`config.mk`:
```
export PLATFORM = sky130hd
export DESIGN_NAME = edge_window_scheduler_flat
export DESIGN_NICKNAME = d
export VERILOG_FILES = /design/src/rtl/edge_window_scheduler_if.sv /design/src/rtl/edge_window_scheduler.sv /design/src/flat_wrapper.sv
export SDC_FILE = /design/constraint.sdc
export NUM_CORES = 2
export LEC_CHECK = 0
export BUFFER_PORTS_ARGS = -buffer_cell sky130_fd_sc_hd__buf_4
export CORE_MARGIN = 3
export CORE_UTILIZATION = 40
export DETAILED_ROUTE_END_ITERATION = 8
export GPL_ROUTABILITY_DRIVEN = 0
export PLACE_DENSITY = 0.69
export SYNTH_ARGS = -nofsm -noshare
export SYNTH_HDL_FRONTEND = slang
export SYNTH_SLANG_ARGS = --single-unit
export TNS_END_PERCENT = 30
```
`constraint.sdc`:
```
create_clock -name clk -period 4.5 [get_ports clk]
set_clock_uncertainty 0.1 [all_clocks]
set_input_delay 0.9 -clock clk [delete_from_list [all_inputs] [get_ports clk]]
set_output_delay 0.9 -clock clk [all_outputs]
set_load 0.02 [all_outputs]
```
`src/rtl/edge_window_scheduler_if.sv`:
```
`default_nettype none
// +----------------------------------------------------------------------------+
// | Module : edge_window_scheduler_if                                          |
// | Desc   : Pixel-in / window-out / edge-map bundle of edge_window_scheduler. |
// | Rev    : 1.0  initial release                                              |
// +----------------------------------------------------------------------------+
interface edge_window_scheduler_if;
    logic         start;
    logic [23:0]  pix_in;
    logic         pix_valid;
    logic         pix_ready;
    logic [215:0] win;
    logic         ed_en;
    logic         ed_out;
    logic         edge_out;
    logic         edge_valid;
    logic         busy;
    logic         done;

    modport master (
        output start, pix_in, pix_valid, ed_out,
        input  pix_ready, win, ed_en, edge_out, edge_valid, busy, done
    );

    modport slave (
        input  start, pix_in, pix_valid, ed_out,
        output pix_ready, win, ed_en, edge_out, edge_valid, busy, done
    );
endinterface
`default_nettype wire

```
`src/rtl/edge_window_scheduler.sv`:
```
`default_nettype none
// +----------------------------------------------------------------------------+
// | Module : edge_window_scheduler                                             |
// | Desc   : Builds 3x3 RGB windows from a raster stream, drives the edge      |
// |          detector and emits one edge bit per interior pixel.               |
// |          EDGE_SCHED_STATS_EN adds a saturating edge_count output.          |
// | Rev    : 1.0  initial release                                              |
// +----------------------------------------------------------------------------+
module edge_window_scheduler #(
    parameter int IMG_W = 64,
    parameter int IMG_H = 64
) (
    input  wire                   clk,
    input  wire                   rst_n,
    edge_window_scheduler_if.slave bus
`ifdef EDGE_SCHED_STATS_EN
    ,
    output logic [15:0]           edge_count
`endif
);

    localparam int c_COL_W = $clog2(IMG_W);
    localparam int c_ROW_W = $clog2(IMG_H);
    localparam logic [c_COL_W-1:0] c_COL_LAST = c_COL_W'(IMG_W - 1);
    localparam logic [c_ROW_W-1:0] c_ROW_LAST = c_ROW_W'(IMG_H - 1);
    localparam logic [c_COL_W-1:0] c_COL_TWO  = c_COL_W'(2);
    localparam logic [c_ROW_W-1:0] c_ROW_TWO  = c_ROW_W'(2);

    localparam logic [1:0] c_ST_IDLE  = 2'd0;
    localparam logic [1:0] c_ST_RUN   = 2'd1;
    localparam logic [1:0] c_ST_DRAIN = 2'd2;

    logic [1:0]         r_state;
    logic [1:0]         w_state_nxt;
    logic [c_COL_W-1:0] r_col;
    logic [c_ROW_W-1:0] r_row;
    logic [23:0]        r_lb0 [IMG_W];
    logic [23:0]        r_lb1 [IMG_W];
    logic [71:0]        r_wcol_l;
    logic [71:0]        r_wcol_m;
    logic [215:0]       r_win;
    logic               r_ed_en;
    logic               r_edge_out;
    logic               r_edge_valid;

    logic               w_pix_ready;
    logic               w_busy;
    logic               w_done;
    logic               w_start_ok;
    logic               w_accept;
    logic               w_complete;
    logic               w_last_pix;
    logic [71:0]        w_new_col;
    logic [215:0]       w_win_nxt;

    assign w_last_pix = (r_col == c_COL_LAST) && (r_row == c_ROW_LAST);
    assign w_accept   = bus.pix_valid && w_pix_ready;
    assign w_complete = w_accept && (r_row >= c_ROW_TWO) && (r_col >= c_COL_TWO);

    // Column vectors are {top, mid, bottom}; the window is reassembled row-major.
    assign w_new_col = {r_lb1[r_col], r_lb0[r_col], bus.pix_in};
    assign w_win_nxt = {r_wcol_l[71:48], r_wcol_m[71:48], w_new_col[71:48],
                        r_wcol_l[47:24], r_wcol_m[47:24], w_new_col[47:24],
                        r_wcol_l[23:0],  r_wcol_m[23:0],  w_new_col[23:0]};

    always_ff @(posedge clk or negedge rst_n) begin
        if (!rst_n) begin
            r_state <= c_ST_IDLE;
        end else begin
            r_state <= w_state_nxt;
        end
    end

    // In DRAIN the only pending window is the last one, so a result with no
    // detector request behind it is the final result of the frame.
    always_comb begin
        w_state_nxt = r_state;
        w_pix_ready = 1'b0;
        w_busy      = 1'b1;
        w_done      = 1'b0;
        w_start_ok  = 1'b0;
        case (r_state)
            c_ST_IDLE: begin
                w_busy = 1'b0;
                if (bus.start) begin
                    w_start_ok  = 1'b1;
                    w_state_nxt = c_ST_RUN;
                end
            end
            c_ST_RUN: begin
                w_pix_ready = 1'b1;
                if (bus.pix_valid && w_last_pix) begin
                    w_state_nxt = c_ST_DRAIN;
                end
            end
            c_ST_DRAIN: begin
                if (r_edge_valid && r_ed_en) begin
                    w_done      = 1'b1;
                    w_state_nxt = c_ST_IDLE;
                end
            end
            default: begin
                w_state_nxt = c_ST_IDLE;
            end
        endcase
    end

    always_ff @(posedge clk or negedge rst_n) begin
        if (!rst_n) begin
            r_col        <= '0;
            r_row        <= '0;
            r_wcol_l     <= '0;
            r_wcol_m     <= '0;
            r_win        <= '0;
            r_ed_en      <= 1'b1;
            r_edge_out   <= 1'b0;
            r_edge_valid <= 1'b0;
        end else begin
            if (w_start_ok) begin
                r_col <= '0;
                r_row <= '0;
            end else if (w_accept) begin
                if (r_col == c_COL_LAST) begin
                    r_col <= '0;
                    r_row <= (r_row == c_ROW_LAST) ? '0 : r_row + 1'b1;
                end else begin
                    r_col <= r_col + 1'b1;
                end
            end
            if (w_accept) begin
                r_wcol_l <= r_wcol_m;
                r_wcol_m <= w_new_col;
            end
            if (w_complete) begin
                r_win <= w_win_nxt;
            end
            r_ed_en      <= ~w_complete;
            r_edge_valid <= ~r_ed_en;
            if (!r_ed_en) begin
                r_edge_out <= bus.ed_out;
            end
        end
    end

    always_ff @(posedge clk) begin
        if (w_accept) begin
            r_lb1[r_col] <= r_lb0[r_col];
            r_lb0[r_col] <= bus.pix_in;
        end
    end

`ifdef EDGE_SCHED_STATS_EN
    logic [15:0] r_edge_count;

    always_ff @(posedge clk or negedge rst_n) begin
        if (!rst_n) begin
            r_edge_count <= '0;
        end else if (w_start_ok) begin
            r_edge_count <= '0;
        end else if (r_edge_valid && r_edge_out && (r_edge_count != 16'hFFFF)) begin
            r_edge_count <= r_edge_count + 16'd1;
        end
    end

    assign edge_count = r_edge_count;
`endif

    assign bus.pix_ready  = w_pix_ready;
    assign bus.win        = r_win;
    assign bus.ed_en      = r_ed_en;
    assign bus.edge_out   = r_edge_out;
    assign bus.edge_valid = r_edge_valid;
    assign bus.busy       = w_busy;
    assign bus.done       = w_done;

endmodule
`default_nettype wire

```
`src/flat_wrapper.sv`:
```
// flat-port wrapper written by rule: the top's interface ports become plain ports
module edge_window_scheduler_flat 
#(
    parameter int IMG_W = 64,
    parameter int IMG_H = 64
)
  (clk, rst_n, bus_start, bus_pix_in, bus_pix_valid, bus_ed_out, bus_pix_ready, bus_win, bus_ed_en, bus_edge_out, bus_edge_valid, bus_busy, bus_done);
  edge_window_scheduler_if bus_i ();
  input  wire clk;
  input  wire rst_n;
  input wire logic [$bits(bus_i.start)-1:0] bus_start;
  input wire logic [$bits(bus_i.pix_in)-1:0] bus_pix_in;
  input wire logic [$bits(bus_i.pix_valid)-1:0] bus_pix_valid;
  input wire logic [$bits(bus_i.ed_out)-1:0] bus_ed_out;
  output wire logic [$bits(bus_i.pix_ready)-1:0] bus_pix_ready;
  output wire logic [$bits(bus_i.win)-1:0] bus_win;
  output wire logic [$bits(bus_i.ed_en)-1:0] bus_ed_en;
  output wire logic [$bits(bus_i.edge_out)-1:0] bus_edge_out;
  output wire logic [$bits(bus_i.edge_valid)-1:0] bus_edge_valid;
  output wire logic [$bits(bus_i.busy)-1:0] bus_busy;
  output wire logic [$bits(bus_i.done)-1:0] bus_done;
  assign bus_i.start = bus_start;
  assign bus_i.pix_in = bus_pix_in;
  assign bus_i.pix_valid = bus_pix_valid;
  assign bus_i.ed_out = bus_ed_out;
  assign bus_pix_ready = bus_i.pix_ready;
  assign bus_win = bus_i.win;
  assign bus_ed_en = bus_i.ed_en;
  assign bus_edge_out = bus_i.edge_out;
  assign bus_edge_valid = bus_i.edge_valid;
  assign bus_busy = bus_i.busy;
  assign bus_done = bus_i.done;
  edge_window_scheduler #(.IMG_W(IMG_W), .IMG_H(IMG_H)) u_core (.clk(clk), .rst_n(rst_n), .bus(bus_i));
endmodule
```
==> key figures <==
Yosys
  • Synth Flop Type: edfxtp_1
  • Flops & latches, synth: ~3400
  • EDFF count, synth: roughly 3100
  • Synth area leader: edfxtp_1
  • YS warnings: 0
  • Post-Syn Area: 0.133 mm^2
  • Yosys top cell area share: 69.4%
  • Synth cell types: 81
  • Post-synthesis sequential area ratio: around 76%
  • Post-Syn Area per Cell: 16.2 um^2
  • Ys async rst share: 10.9%
  • Synth Instances: roughly 8200
  • Post-synth net total: 8216
  • Top cells by area, synth: edfxtp_1, dfrtp_1, a22oi_1

Finish
  • FF/Latch Area: between 0.1 and 0.15 mm^2
  • Commonest cells after routing, fill and taps aside: edfxtp_1, nand2_1, buf_4
  • Fin util: between 40% and 50%
  • Area of the multi-input gates: 0.0288 mm^2
  • Post-Layout Inst Area: about 0.15 mm^2
  • Filler cells: between 20000 and 30000
  • Share of layout cells above drive strength 1: 19.1%
  • Fin nets: between 8000 and 9000
  • Synth-to-Final Area Change: 16.1%
  • Most common cell after layout, fill and taps aside: edfxtp_1

Global routing
  • Vias in the first global route: between 80000 and 90000
  • Total global routing overflow: 0
  • GRT Resource Usage Total: a little over a quarter
  • Initial antenna violation count: 38
  • Largest net degree at the start of global routing: approximately 210
  • First-pass GRT wire length: 635000 um

Timing
  • Slew Viols, Final: 0
  • Setup TNS: -8.59 ns
  • Worst setup margin: -0.193 ns
  • Worst Max-Slew Pin Slew: about 1.4 ns
  • Tmin final: roughly 4.7 ns
  • Final hold violation count: 0
  • RSZ-0062 raised after global routing: true
  • Tcrit/Tclk final: 104%
  • Peak Freq: roughly 0.21 GHz
  • Rel. slew slack: around 5.5%
  • Final setup fails: 66

Detailed routing
  • Via Count: 86500
  • Vias per cell: roughly 6.5
  • Detail Route Antenna Nets: 0
  • WL per Instance: approximately 35 um
  • Routed Wire Length: between 400000 and 500000 um
  • Pre-Repair DR Iteration Count: 6
  • DR DRC count: 0
  • DR iter-0 viols: roughly 17000

Flow run
  • Max-cap violations: 0

Die
  • Area of the core: roughly 0.33 mm^2
  • Die W: ~580 um
  • Starting Density: 40.2%
  • Row count: between 200 and 250
  • Die height: 582 um
  • Boundary Pins: about 250
  • Area of the die: approximately 0.34 mm^2

Placed design
  • Hpwl dp: ~270000 um
  • Dpl ws: -0.0376 ns
  • Cell Area, Placed: ~0.14 mm^2
  • Input/output buffers: 250

Status
  • Outcome: complete, but fails checks
  • Failing checks: negative setup slack

Clock tree
  • CTS root buffer: clkbuf_16
  • CTS buffer count: ~340
  • TritonCTS clock tree: yes
  • H-tree depth: 5
  • Worst-case clock buffer depth: 4
  • CTS Sinks: 3449
  • Clock transition at path regs: roughly 0.06 ns
  • Skew-Pair Late Insertion Delay: approximately 0.9 ns

Power
  • Power Total: 63.2 mW
  • PwrDens: around 410 mW/mm^2
  • Worst VDD drop: 0.317 mV
  • Leakage: ~52 nW

Setup path
  • CP max stage cell: a2111oi_1
  • Critical path, cell by cell: buf_4 > nand3b_1 > buf_4 > nor2_1 > a2111oi_1 > nand4_1 > nor4_1 > buf_4 > o21ai_0
  • CP bufs+invs: 3
  • Slack of the worst reg-to-reg path: -0.19 ns
  • Startpoint type of the worst setup path: flip-flop
  • Slowest cell delay on critical path: about 1.1 ns
  • CP top delay family: compound AO/OA/AOI/OAI gates
  • Crit. End Element: flip-flop
  • Setup Crit Path Kind: flip-flop to flip-flop
  • Arr. time, crit path: between 5 and 6 ns
  • CP max FO: 45
  • Critical Path RT: about 5 ns
  • Most used cell, CP: buf_4

Hold path
  • Min-Delay Path Class: primary input to flip-flop
[registers in the layout, indices dropped and copies added (netlist names)]
name and count:
u_core.bus.win 216, u_core.bus.edge_out 1, u_core.r_row 6, u_core.bus.edge_valid 1, u_core.r_wcol_m 72, u_core.r_col 6
u_core.r_wcol_l 72, u_core.r_lb1 1536, u_core.bus.ed_en 1, u_core.r_lb0 1536, u_core.r_state 2
[stage by stage]
step / cells / hold WS, ns
after floorplan: 8183 / 0.339
after global placement: 12700 / 0.345
after detailed placement: 12700 / 0.347
after CTS: 13300 / 0.110
after global routing: 13300 / 0.149
final: 13300 / 0.157
[worst reg2reg max path: stages, from the launching register on]
cell and delay [ns]:
dfrtp_2 0.92, buf_4 0.38, nand3b_1 0.16, buf_4 0.52, nor2_1 0.26, a2111oi_1 1.13
nand4_1 0.43, nor4_1 0.31, buf_4 0.25, o21ai_0 0.10
[cells in the mapped netlist (125+ instances only)]
| cell type | n |
|---|---|
| mux2i_1 | 125 |
| clkbuf_1 | 221 |
| nor2_1 | 166 |
| or3b_2 | 149 |
| o22ai_1 | 230 |
| a221oi_1 | 215 |
| a22oi_1 | 547 |
| buf_2 | 274 |
| nand3_1 | 172 |
| edfxtp_1 | 3072 |
| dfrtp_1 | 376 |
| a21oi_1 | 363 |
| nand3b_1 | 240 |
| nand2_1 | 894 |
[cell families after synthesis]
| kind of cell | count (synthesis) | share of synthesized area (%) |
|---|---|---|
| xor gates and xnor gates | 5 | 0.0329 |
| and+or+nand+nor | 1871 | 7.39 |
| adders and majority gates | 4 | 0.0377 |
| DFF | 3449 | 76.5 |
| muxes | 324 | 3.68 |
| buffers and inverters | 653 | 2.33 |
| AOI/OAI and AO/OA | 1877 | 10.0 |
[path summary, 6_finish.rpt]
path / from / endpoint / cells after the start
setup / recovery: u_core.r_col[5] / u_core.bus.win[147] / 9
max in group asynchronous: rst_n / u_core.r_wcol_m[24] / 4
setup reg to reg: u_core.r_col[5] / u_core.bus.win[147] / 9
hold reg to reg: u_core.bus.ed_en / u_core.bus.edge_valid / 1
min in group asynchronous: rst_n / u_core.r_wcol_l[38] / 2
hold / removal: bus_ed_out / u_core.bus.edge_out / 2
[layer usage]
| metal | vias up | part of all wire [%] | track usage, % | wire length (um) |
|---|---|---|---|---|
| li1 | 33600 | - | - | - |
| met1 | 43300 | 34 | 34.5 | 158000 |
| met2 | 7990 | 42 | 38.0 | 196000 |
| met3 | 1560 | 17 | 9.37 | 76900 |
| met4 | 28 | 6.7 | 15.0 | 30900 |
| met5 | - | 0.038 | 0 | 174 |
[where the power goes]
part,leakage (nW),internal (mW),switching (mW),total [mW]
Combinational,13.7,0.0240,0.345,0.369
Clock,5.29,16.1,12.1,28.2
Sequential,32.8,34.6,0.000236,34.6
Total,51.8,50.7,12.5,63.2
[cell type report]
| class | count | area share (%) |
|---|---|---|
| antenna | 23 | 0.0373 |
| clock inverter | 171 | 1.22 |
| inverter | 33 | 0.0916 |
| tap | 4366 | 3.54 |
| sequential | 3449 | 65.9 |
| clock buffer | 435 | 5.82 |
| timing repair buffer | 743 | 4.73 |
| multi-input combinational | 4081 | 18.7 |
[timing repair]
action | 4_1_cts | 5_1_grt
buffers inserted | 0 | 0
hold buffers | 1 | 0
resized for setup | 2 | 2
endpoints found under the hold margin | 82 | 0
endpoints found under the setup margin | 53 | 64
(Power assumes the default switching activity.)
